==> src/rtl/secded_stream_decoder.sv <==
// secded_stream_decoder: two-stage pipelined SECDED (extended Hamming) decoder
// with valid/ready handshake, optional single-bit correction and saturating
// error statistics. Codeword bit0 is overall even parity, bits 1..N are the
// Hamming positions (power-of-2 positions are parity, data fills the rest).
module secded_stream_decoder #(
    parameter int DATA_W  = 4,
    parameter int CORRECT = 1,
    parameter int CNT_W   = 16,
    // smallest P with 2^P >= DATA_W+P+1, valid for DATA_W 4..120
    localparam int P  = (DATA_W <= 4)  ? 3 :
                        (DATA_W <= 11) ? 4 :
                        (DATA_W <= 26) ? 5 :
                        (DATA_W <= 57) ? 6 : 7,
    localparam int N  = DATA_W + P,
    localparam int CW = N + 1
) (
    input  logic              clk,
    input  logic              rst_n,
    input  logic              in_valid,
    output logic              in_ready,
    input  logic [CW-1:0]     in_code,
    output logic              out_valid,
    input  logic              out_ready,
    output logic [DATA_W-1:0] out_data,
    output logic              out_single,
    output logic              out_double,
    output logic [P-1:0]      out_syndrome,
    input  logic              clear_cnt,
    output logic [CNT_W-1:0]  corr_cnt,
    output logic [CNT_W-1:0]  uncorr_cnt
);

    // stage enables
    logic              w_e1;
    logic              w_e2;

    // stage 1 state
    logic              r_s1_valid;
    logic [CW-1:0]     r_s1_code;
    logic [P-1:0]      r_s1_syn;
    logic              r_s1_ov;

    // stage 2 state (drives the output fields)
    logic              r_out_valid;
    logic [DATA_W-1:0] r_out_data;
    logic              r_out_single;
    logic              r_out_double;
    logic [P-1:0]      r_out_syn;

    // statistics
    logic [CNT_W-1:0]  r_corr_cnt;
    logic [CNT_W-1:0]  r_uncorr_cnt;

    // combinational decode results
    logic [P-1:0]      w_syn;
    logic              w_ov;
    logic              w_single;
    logic              w_double;
    logic [CW-1:0]     w_fix_code;
    logic [DATA_W-1:0] w_data;
    logic              w_out_hs;

    assign w_e2     = !r_out_valid || out_ready;
    assign w_e1     = !r_s1_valid || w_e2;
    assign in_ready = w_e1;
    assign w_out_hs = r_out_valid && out_ready;

    assign out_valid    = r_out_valid;
    assign out_data     = r_out_data;
    assign out_single   = r_out_single;
    assign out_double   = r_out_double;
    assign out_syndrome = r_out_syn;
    assign corr_cnt     = r_corr_cnt;
    assign uncorr_cnt   = r_uncorr_cnt;

    // syndrome = XOR of indices of set Hamming positions; ov = parity of whole word
    always_comb begin
        w_syn = '0;
        for (int unsigned pos = 1; pos <= N; pos++) begin
            if (in_code[pos]) begin
                w_syn = w_syn ^ P'(pos);
            end
        end
        w_ov = ^in_code;
    end

    // stage 1 register: raw codeword plus its syndrome and overall parity
    always_ff @(posedge clk or negedge rst_n) begin
        if (!rst_n) begin
            r_s1_valid <= 1'b0;
            r_s1_code  <= '0;
            r_s1_syn   <= '0;
            r_s1_ov    <= 1'b0;
        end else if (w_e1) begin
            r_s1_valid <= in_valid;
            if (in_valid) begin
                r_s1_code <= in_code;
                r_s1_syn  <= w_syn;
                r_s1_ov   <= w_ov;
            end
        end
    end

    // classify the stage-1 word and apply single-bit correction when enabled
    always_comb begin
        w_single   = 1'b0;
        w_double   = 1'b0;
        w_fix_code = r_s1_code;
        if (r_s1_ov) begin
            if (r_s1_syn == '0) begin
                w_single = 1'b1;
            end else if (int'(r_s1_syn) <= N) begin
                w_single = 1'b1;
                if (CORRECT != 0) begin
                    w_fix_code[r_s1_syn] = ~r_s1_code[r_s1_syn];
                end
            end else begin
                w_double = 1'b1;
            end
        end else if (r_s1_syn != '0) begin
            w_double = 1'b1;
        end
    end

    // gather payload bits from the non-power-of-2 positions, ascending
    always_comb begin
        int unsigned k;
        w_data = '0;
        k      = 0;
        for (int unsigned pos = 3; pos <= N; pos++) begin
            if ((pos & (pos - 1)) != 0) begin
                w_data[k] = w_fix_code[pos];
                k         = k + 1;
            end
        end
    end

    // stage 2 register: output fields, held while the sink stalls
    always_ff @(posedge clk or negedge rst_n) begin
        if (!rst_n) begin
            r_out_valid  <= 1'b0;
            r_out_data   <= '0;
            r_out_single <= 1'b0;
            r_out_double <= 1'b0;
            r_out_syn    <= '0;
        end else if (w_e2) begin
            r_out_valid <= r_s1_valid;
            if (r_s1_valid) begin
                r_out_data   <= w_data;
                r_out_single <= w_single;
                r_out_double <= w_double;
                r_out_syn    <= r_s1_syn;
            end
        end
    end

    // saturating error counters, bumped on output handshake; clear has priority
    always_ff @(posedge clk or negedge rst_n) begin
        if (!rst_n) begin
            r_corr_cnt   <= '0;
            r_uncorr_cnt <= '0;
        end else if (clear_cnt) begin
            r_corr_cnt   <= '0;
            r_uncorr_cnt <= '0;
        end else if (w_out_hs) begin
            if (r_out_single && (r_corr_cnt != '1)) begin
                r_corr_cnt <= r_corr_cnt + CNT_W'(1);
            end
            if (r_out_double && (r_uncorr_cnt != '1)) begin
                r_uncorr_cnt <= r_uncorr_cnt + CNT_W'(1);
            end
        end
    end

endmodule

==> config.mk <==
export PLATFORM = sky130hd
export DESIGN_NAME = secded_stream_decoder
export DESIGN_NICKNAME = d
export VERILOG_FILES = /design/src/rtl/secded_stream_decoder.sv
export SDC_FILE = /design/constraint.sdc
export NUM_CORES = 1
export LEC_CHECK = 0
export BUFFER_PORTS_ARGS = -buffer_cell sky130_fd_sc_hd__buf_2
export CORE_MARGIN = 2
export CORE_UTILIZATION = 25
export CTS_CLUSTER_SIZE = 16
export DETAILED_ROUTE_END_ITERATION = 6
export GPL_TIMING_DRIVEN = 0
export PLACE_DENSITY = 0.43
export REMOVE_ABC_BUFFERS = 1
export SLEW_MARGIN = 20
export SYNTH_ARGS = -nofsm -noshare
export SYNTH_HDL_FRONTEND = slang
export SYNTH_SLANG_ARGS = --single-unit
export TNS_END_PERCENT = 50
==> constraint.sdc <==
create_clock -name clk -period 3.7 [get_ports clk]
set_input_delay 0.185 -clock clk [delete_from_list [all_inputs] [get_ports clk]]
set_output_delay 0.185 -clock clk [all_outputs]
set_load 0.03 [all_outputs]
==> results of run 1 <==
==> per-stage QoR <==
stage	utilization	instance area (µm²)	hold slack [ns]	cells
after floorplan	-	2710	-0.111	263
final	0.303	3270	0.101	467
after global placement	0.293	3160	0.405	458
after detailed placement	0.295	3180	0.291	459
after global routing	0.303	3270	0.114	467
after CTS	0.303	3270	0.0816	467
==> placed cells by master, fill, tap and decap left out, types with 11 or more instances in the layout <==
| cell | n |
|---|---|
| o31ai_1 | 16 |
| buf_2 | 54 |
| a21oi_1 | 24 |
| or4_1 | 14 |
| nor2b_1 | 11 |
| nor2_1 | 11 |
| nand3_1 | 13 |
| mux2_2 | 19 |
| dfrtp_1 | 51 |
| o21ai_0 | 12 |
| nand2_1 | 20 |
==> per-layer routing <==
layer	GRT usage	vias up	routed length [µm]
met3	0.0287	2	278
met2	0.187	47	3050
met5	0	-	0
li1	-	1131	-
met1	0.154	1112	3160
met4	0.0247	0	30
==> state kept, by name, summed over array words and instances (netlist names) <==
register      flops
r_s1_code         4
uncorr_cnt       16
out_valid         1
r_s1_syn          3
out_data          4
out_double        1
corr_cnt         16
r_s1_valid        1
out_single        1
out_syndrome      3
r_s1_ov           1
==> cell type report <==
cell class,instances,area [µm²]
inverters,3,11.3
repair buffers,57,299
flip-flops and latches,51,1280
multi-input cells,209,1430
well taps,140,175
clock buffers,5,68.8
clock inverters,2,13.8
fillers,1152,7520
==> critical path: cells and delay by family (launching register included) <==
family	cells	cell delay, ns
simple gates	3	0.80
flops	1	0.43
mux	1	0.28
fa+ha+maj	1	0.23
buf+inv	1	0.22
==> cells in the mapped netlist, drive strengths merged <==
master | n | area [µm²]
or3 | 6 | 38.8
or4 | 14 | 105
nand4b | 3 | 26.3
or2 | 1 | 6.26
inv | 3 | 11.3
and4 | 4 | 36.3
nor2 | 11 | 41.3
and3 | 3 | 18.8
ha | 2 | 25.0
dfrtp | 51 | 1280
xor2 | 9 | 78.8
a21oi | 24 | 120
nand3b | 2 | 15.0
xnor2 | 7 | 61.3
nor3 | 4 | 20.0
nand4 | 12 | 96.3
o31ai | 16 | 120
buf | 4 | 27.5
nand2 | 20 | 75.1
mux2i | 1 | 10.0
nand3 | 13 | 65.1
mux2 | 19 | 214
a211oi | 2 | 15.0
nor2b | 11 | 68.8
o21ai | 12 | 60.1
clkbuf | 7 | 26.3
nor4 | 8 | 71.3
nand2b | 5 | 31.3
==> kinds of logic (layout without fill, tap and decap cells) <==
logic type	after synthesis	in the layout
buf+inv	14	67
xor+xnor	16	16
flops	51	51
simple gates	117	117
fa+ha+maj	2	2
mux	20	20
compound gates	54	54
==> worst min path at each step <==
stage | from | endpoint
3_3_place_gp | in_valid | r_s1_valid
6_report | in_valid | r_s1_valid
2_1_floorplan | rst_n | corr_cnt[0]
3_5_place_dp | rst_n | out_syndrome[0]
5_1_grt | in_valid | r_s1_valid
4_1_cts | in_valid | r_s1_valid
==> power by group through the flow <==
stage               clock [W]  sequential, W  combinational, W
floorplan                   0       0.000745          0.000107
global placement            0       0.000682          0.000274
detailed placement          0       0.000683          0.000276
CTS                  0.000338       0.000673          0.000277
global route         0.000363       0.000682          0.000301
finish               0.000317       0.000670          0.000271
==> results.json, run 1 <==
{
  "ir_drop_mv": 0.208,
  "port-buffer-count": 55,
  "status": "finished, final reports clean",
  "vias": 2292,
  "intPower_w": 0.000842,
  "cp-startpoint": "uncorr_cnt[0]",
  "crit_arrival_ns": 2.27,
  "drc_errors": 0,
  "slew_headroom": 0.457,
  "cts_buffer_depth": 2,
  "cts_tree": "done",
  "slew_violations": 0,
  "cts_buffers": 5,
  "power.switching_w": 0.000416,
  "crit_end": "uncorr_cnt[13]",
  "regToRegSetupSlack_ns": 1.63,
  "overflow": 0,
  "gp_congestion": 0.710,
  "die_w_um": 109,
  "postSynthAreaPerCell_um2": 10.1,
  "worstPathMaxFanout": 11,
  "first_iter_violations": 79,
  "p_clk_frac": 0.252,
  "cts_sinks": 51,
  "n_antenna_cell": 0,
  "start_kind": "flip-flop",
  "rsz0062_at_grt": "false",
  "ff2ff_path_depth": 6,
  "period_share": 0.559,
  "fin_nets": 342,
  "synth-xor-area-share": 0.0507,
  "cts_root_buf": "clkbuf_8",
  "vias_per_cell": 4.91,
  "synthSimpleGateAreaFrac": 0.259,
  "cp_cell_sequence": "ha_1 > nand4_1 > nor4_4 > buf_6 > nor4_1 > mux2_2",
  "syn_area_um2": 2760,
  "setup_ws_ns": 1.63,
  "crit_required_ns": 3.90,
  "drive_above_1_share": 0.269,
  "fmax_ghz": 0.484,
  "dp_hpwl_um": 4540,
  "ios": 56,
  "ant_nets": 0,
  "seq_area_frac_synth": 0.462,
  "ys_types": 35,
  "skew_ns": 0.0178,
  "htree_num_levels": 2,
  "die-area_um2": 11900,
  "synth_cells": 274,
  "p_per_area_nw_per_um2": 385,
  "p_leak_nw": 1.42,
  "post-cts-setup-buffers": 0,
  "wl_um": 6530,
  "synthAdderAreaFrac": 0.00906,
  "cp_slowest_cell": "nor4_4",
  "dpl_worst_slack_ns": 1.63,
  "antenna_found_initial": 0,
  "start_util": 0.256,
  "ctsResizeCount": 0,
  "synth-seq-cells": 51,
  "synth_compound_gate_area_share": 0.114,
  "fin_crit_ns": 2.07,
  "drt_pass1_iterations": 4,
  "core_um2": 10800,
  "die_h_um": 109,
  "clkLatencyLatePin_ns": 0.30,
  "holdPathStages": 2,
  "p_comb_frac": 0.215,
  "worst_slew_pin_slew_ns": 0.814,
  "r2r-end": "uncorr_cnt[13]",
  "grt_pass1_wl_um": 10900,
  "worstHoldPathType": "input port to flip-flop",
  "grt_start_max_net_pins": 52,
  "total_power_w": 0.00126,
  "wl_per_cell_um": 14.0,
  "setup_viol": 0,
  "fin_tns_setup_ns": 0,
  "cts-hold-fix-buffers": 1,
  "criticalPathCategory": "flip-flop to flip-flop",
  "r2r_start": "uncorr_cnt[0]",
  "slowest_delay_ns": 0.51,
  "maxCapViolations": 0,
  "finalHoldViolCount": 0,
  "area.growth.synth_to_final_pct": 18.5,
  "pwr-share-seq": 0.532,
  "grt_pass1_vias": 2161,
  "synth_top_family_by_area": "simple AND/OR/NAND/NOR gates",
  "cp-end-kind": "flip-flop",
  "yosysWarnings": 0,
  "track_usage": 0.115,
  "rows": 38,
  "clkSlewWorstSetupHoldPaths_ns": 0.10,
  "power.share.switching": 0.331,
  "synth.area.mux_share": 0.0811
}
No activity file was read; power rests on OpenSTA's default activity.
==> inputs of run 2 (changes only) <==
- PLACE_DENSITY: 0.43 -> 0.44
- clock period: 3.7 -> 1.8 ns (I/O delays scaled with it)
==> results.json, run 2 (same netlist as run 1, synthesis figures left out) <==
{
  "skew_ns": 0.0179,
  "cp-end-kind": "flip-flop",
  "worstHoldPathType": "input port to flip-flop",
  "mostFrequentLayoutCells": "54 x buf_2, 43 x dfrtp_1, 20 x nand2_1, 20 x buf_4",
  "gp_congestion": 0.720,
  "total_power_w": 0.00266,
  "cp_slowest_cell": "or4_1",
  "ff2ff_path_depth": 7,
  "drt_pass1_iterations": 4,
  "fin_cells": 489,
  "crit_required_ns": 2.03,
  "criticalPathCategory": "flip-flop to flip-flop",
  "die-area_um2": 11900,
  "holdPathStages": 2,
  "cts_root_buf": "clkbuf_8",
  "cts_tree": "done",
  "maxCapViolations": 0,
  "worst_slew_pin_slew_ns": 0.890,
  "antenna_found_initial": 0,
  "grt_pass1_vias": 2295,
  "die_h_um": 109,
  "die_w_um": 109,
  "setup_ws_ns": -0.0218,
  "overflow": 0,
  "fmax_ghz": 0.549,
  "clkSlewWorstSetupHoldPaths_ns": 0.11,
  "rsz0062_at_grt": "true",
  "cts_sinks": 51,
  "drive_above_1_share": 0.421,
  "slew_violations": 0,
  "p_leak_nw": 1.56,
  "area.growth.synth_to_final_pct": 31.9,
  "worstPathMaxFanout": 5,
  "cp_cell_sequence": "ha_2 > nand4_1 > buf_4 > nor4_4 > buf_4 > or4_1 > a21oi_1",
  "cts_buffer_depth": 2,
  "n_antenna_cell": 0,
  "rows": 38,
  "ant_nets": 0,
  "finalHoldViolCount": 0,
  "crit_arrival_ns": 2.05,
  "fin_crit_ns": 1.82,
  "setup_viol": 1,
  "fin_nets": 363,
  "htree_num_levels": 2,
  "grt_start_max_net_pins": 52,
  "slowest_delay_ns": 0.46,
  "port-buffer-count": 55,
  "track_usage": 0.125,
  "ir_drop_mv": 0.396,
  "crit_path_frequent_cell": "buf_4",
  "status": "finished, violations left",
  "p_per_area_nw_per_um2": 731,
  "drc_errors": 0,
  "grt_pass1_wl_um": 11800,
  "ios": 56,
  "clkLatencyLatePin_ns": 0.31,
  "start_kind": "flip-flop",
  "vias": 2359,
  "slew_headroom": 0.406,
  "first_iter_violations": 45,
  "cts_buffers": 5,
  "final_common_cell": "buf_2",
  "wl_um": 7030,
  "num-fill-cells": 1112,
  "dp_cells": 458,
  "core_um2": 10800,
  "period_share": 1.01,
  "dp_hpwl_um": 4560,
  "violations": "negative setup slack",
  "wl_per_cell_um": 14.4,
  "vias_per_cell": 4.82,
  "start_util": 0.256
}
run 2: cell types whose count changed in the layout (fill, tap and decap cells not counted), sizes merged:
cell	previous run	this run
nor4	8	9
inv	3	4
dlygate4sd3	1	2
buf	56	75
run 2: layout make-up:
class,count,area (µm²),area share
Clock buffer,5,68.8,0.0189
Sequential cell,51,1290,0.353
Timing Repair Buffer,77,452,0.124
Multi-Input combinational cell,210,1630,0.447
Clock inverter,3,18.8,0.00515
Inverter,3,11.3,0.00309
Tap cell,140,175,0.0481
run 2: path summary, 6_finish.rpt:
check	slack, ns	to	from
max in group asynchronous	0.92	corr_cnt[3]	rst_n
min reg2reg	0.49	out_data[3]	out_data[3]
max	-0.02	uncorr_cnt[7]	uncorr_cnt[0]
min in group asynchronous	0.34	out_syndrome[2]	rst_n
min	0.06	r_s1_code[5]	in_code[5]
max reg2reg	-0.02	uncorr_cnt[7]	uncorr_cnt[0]
run 2: worst max-delay path, delay by kind of cell (launching register included):
family,cells,cell delay [ns]
buffers and inverters,2,0.33
flip-flops,1,0.41
AO/OA/AOI/OAI,1,0.13
AND/OR/NAND/NOR,3,0.67
adder cells (fa/ha/maj),1,0.20
run 2: per-layer routing:
| metal | vias to the layer above | share of wire | GRT usage |
|---|---|---|---|
| met5 | - | 0 | 0 |
| met4 | 0 | 0.0098 | 0.0302 |
| met3 | 5 | 0.051 | 0.0323 |
| met2 | 47 | 0.45 | 0.195 |
| met1 | 1129 | 0.48 | 0.172 |
| li1 | 1178 | - | - |
run 2: per-stage QoR:
stage	hold WS, ns	cell area, µm²	TNS [ns]	utilization	setup slack [ns]
2_1_floorplan	-0.206	2710	-4.10	-	-0.454
3_3_place_gp	0.311	3160	-9.25	0.293	-0.789
3_5_place_dp	0.193	3170	-4.86	0.294	-0.369
4_1_cts	0.0514	3440	-0.00985	0.319	-0.00985
5_1_grt	0.0609	3640	-0.329	0.337	-0.0784
6_report	0.0580	3640	-0.0218	0.337	-0.0218
run 2: power by group:
group | internal, W | leakage [nW] | switching, W
sequential | 0.00126 | 0.660 | 0.000113
clock | 0.000275 | 0.0483 | 0.000418
combinational | 0.000220 | 0.850 | 0.000372
run 2: timing repair:
item,CTS,global route
endpoints found under the setup margin,23,25
pin swaps,8,7
hold buffers,2,0
cloned,1,0
setup buffers,11,9
gates resized for setup,16,32
hold endpoints to repair,52,0
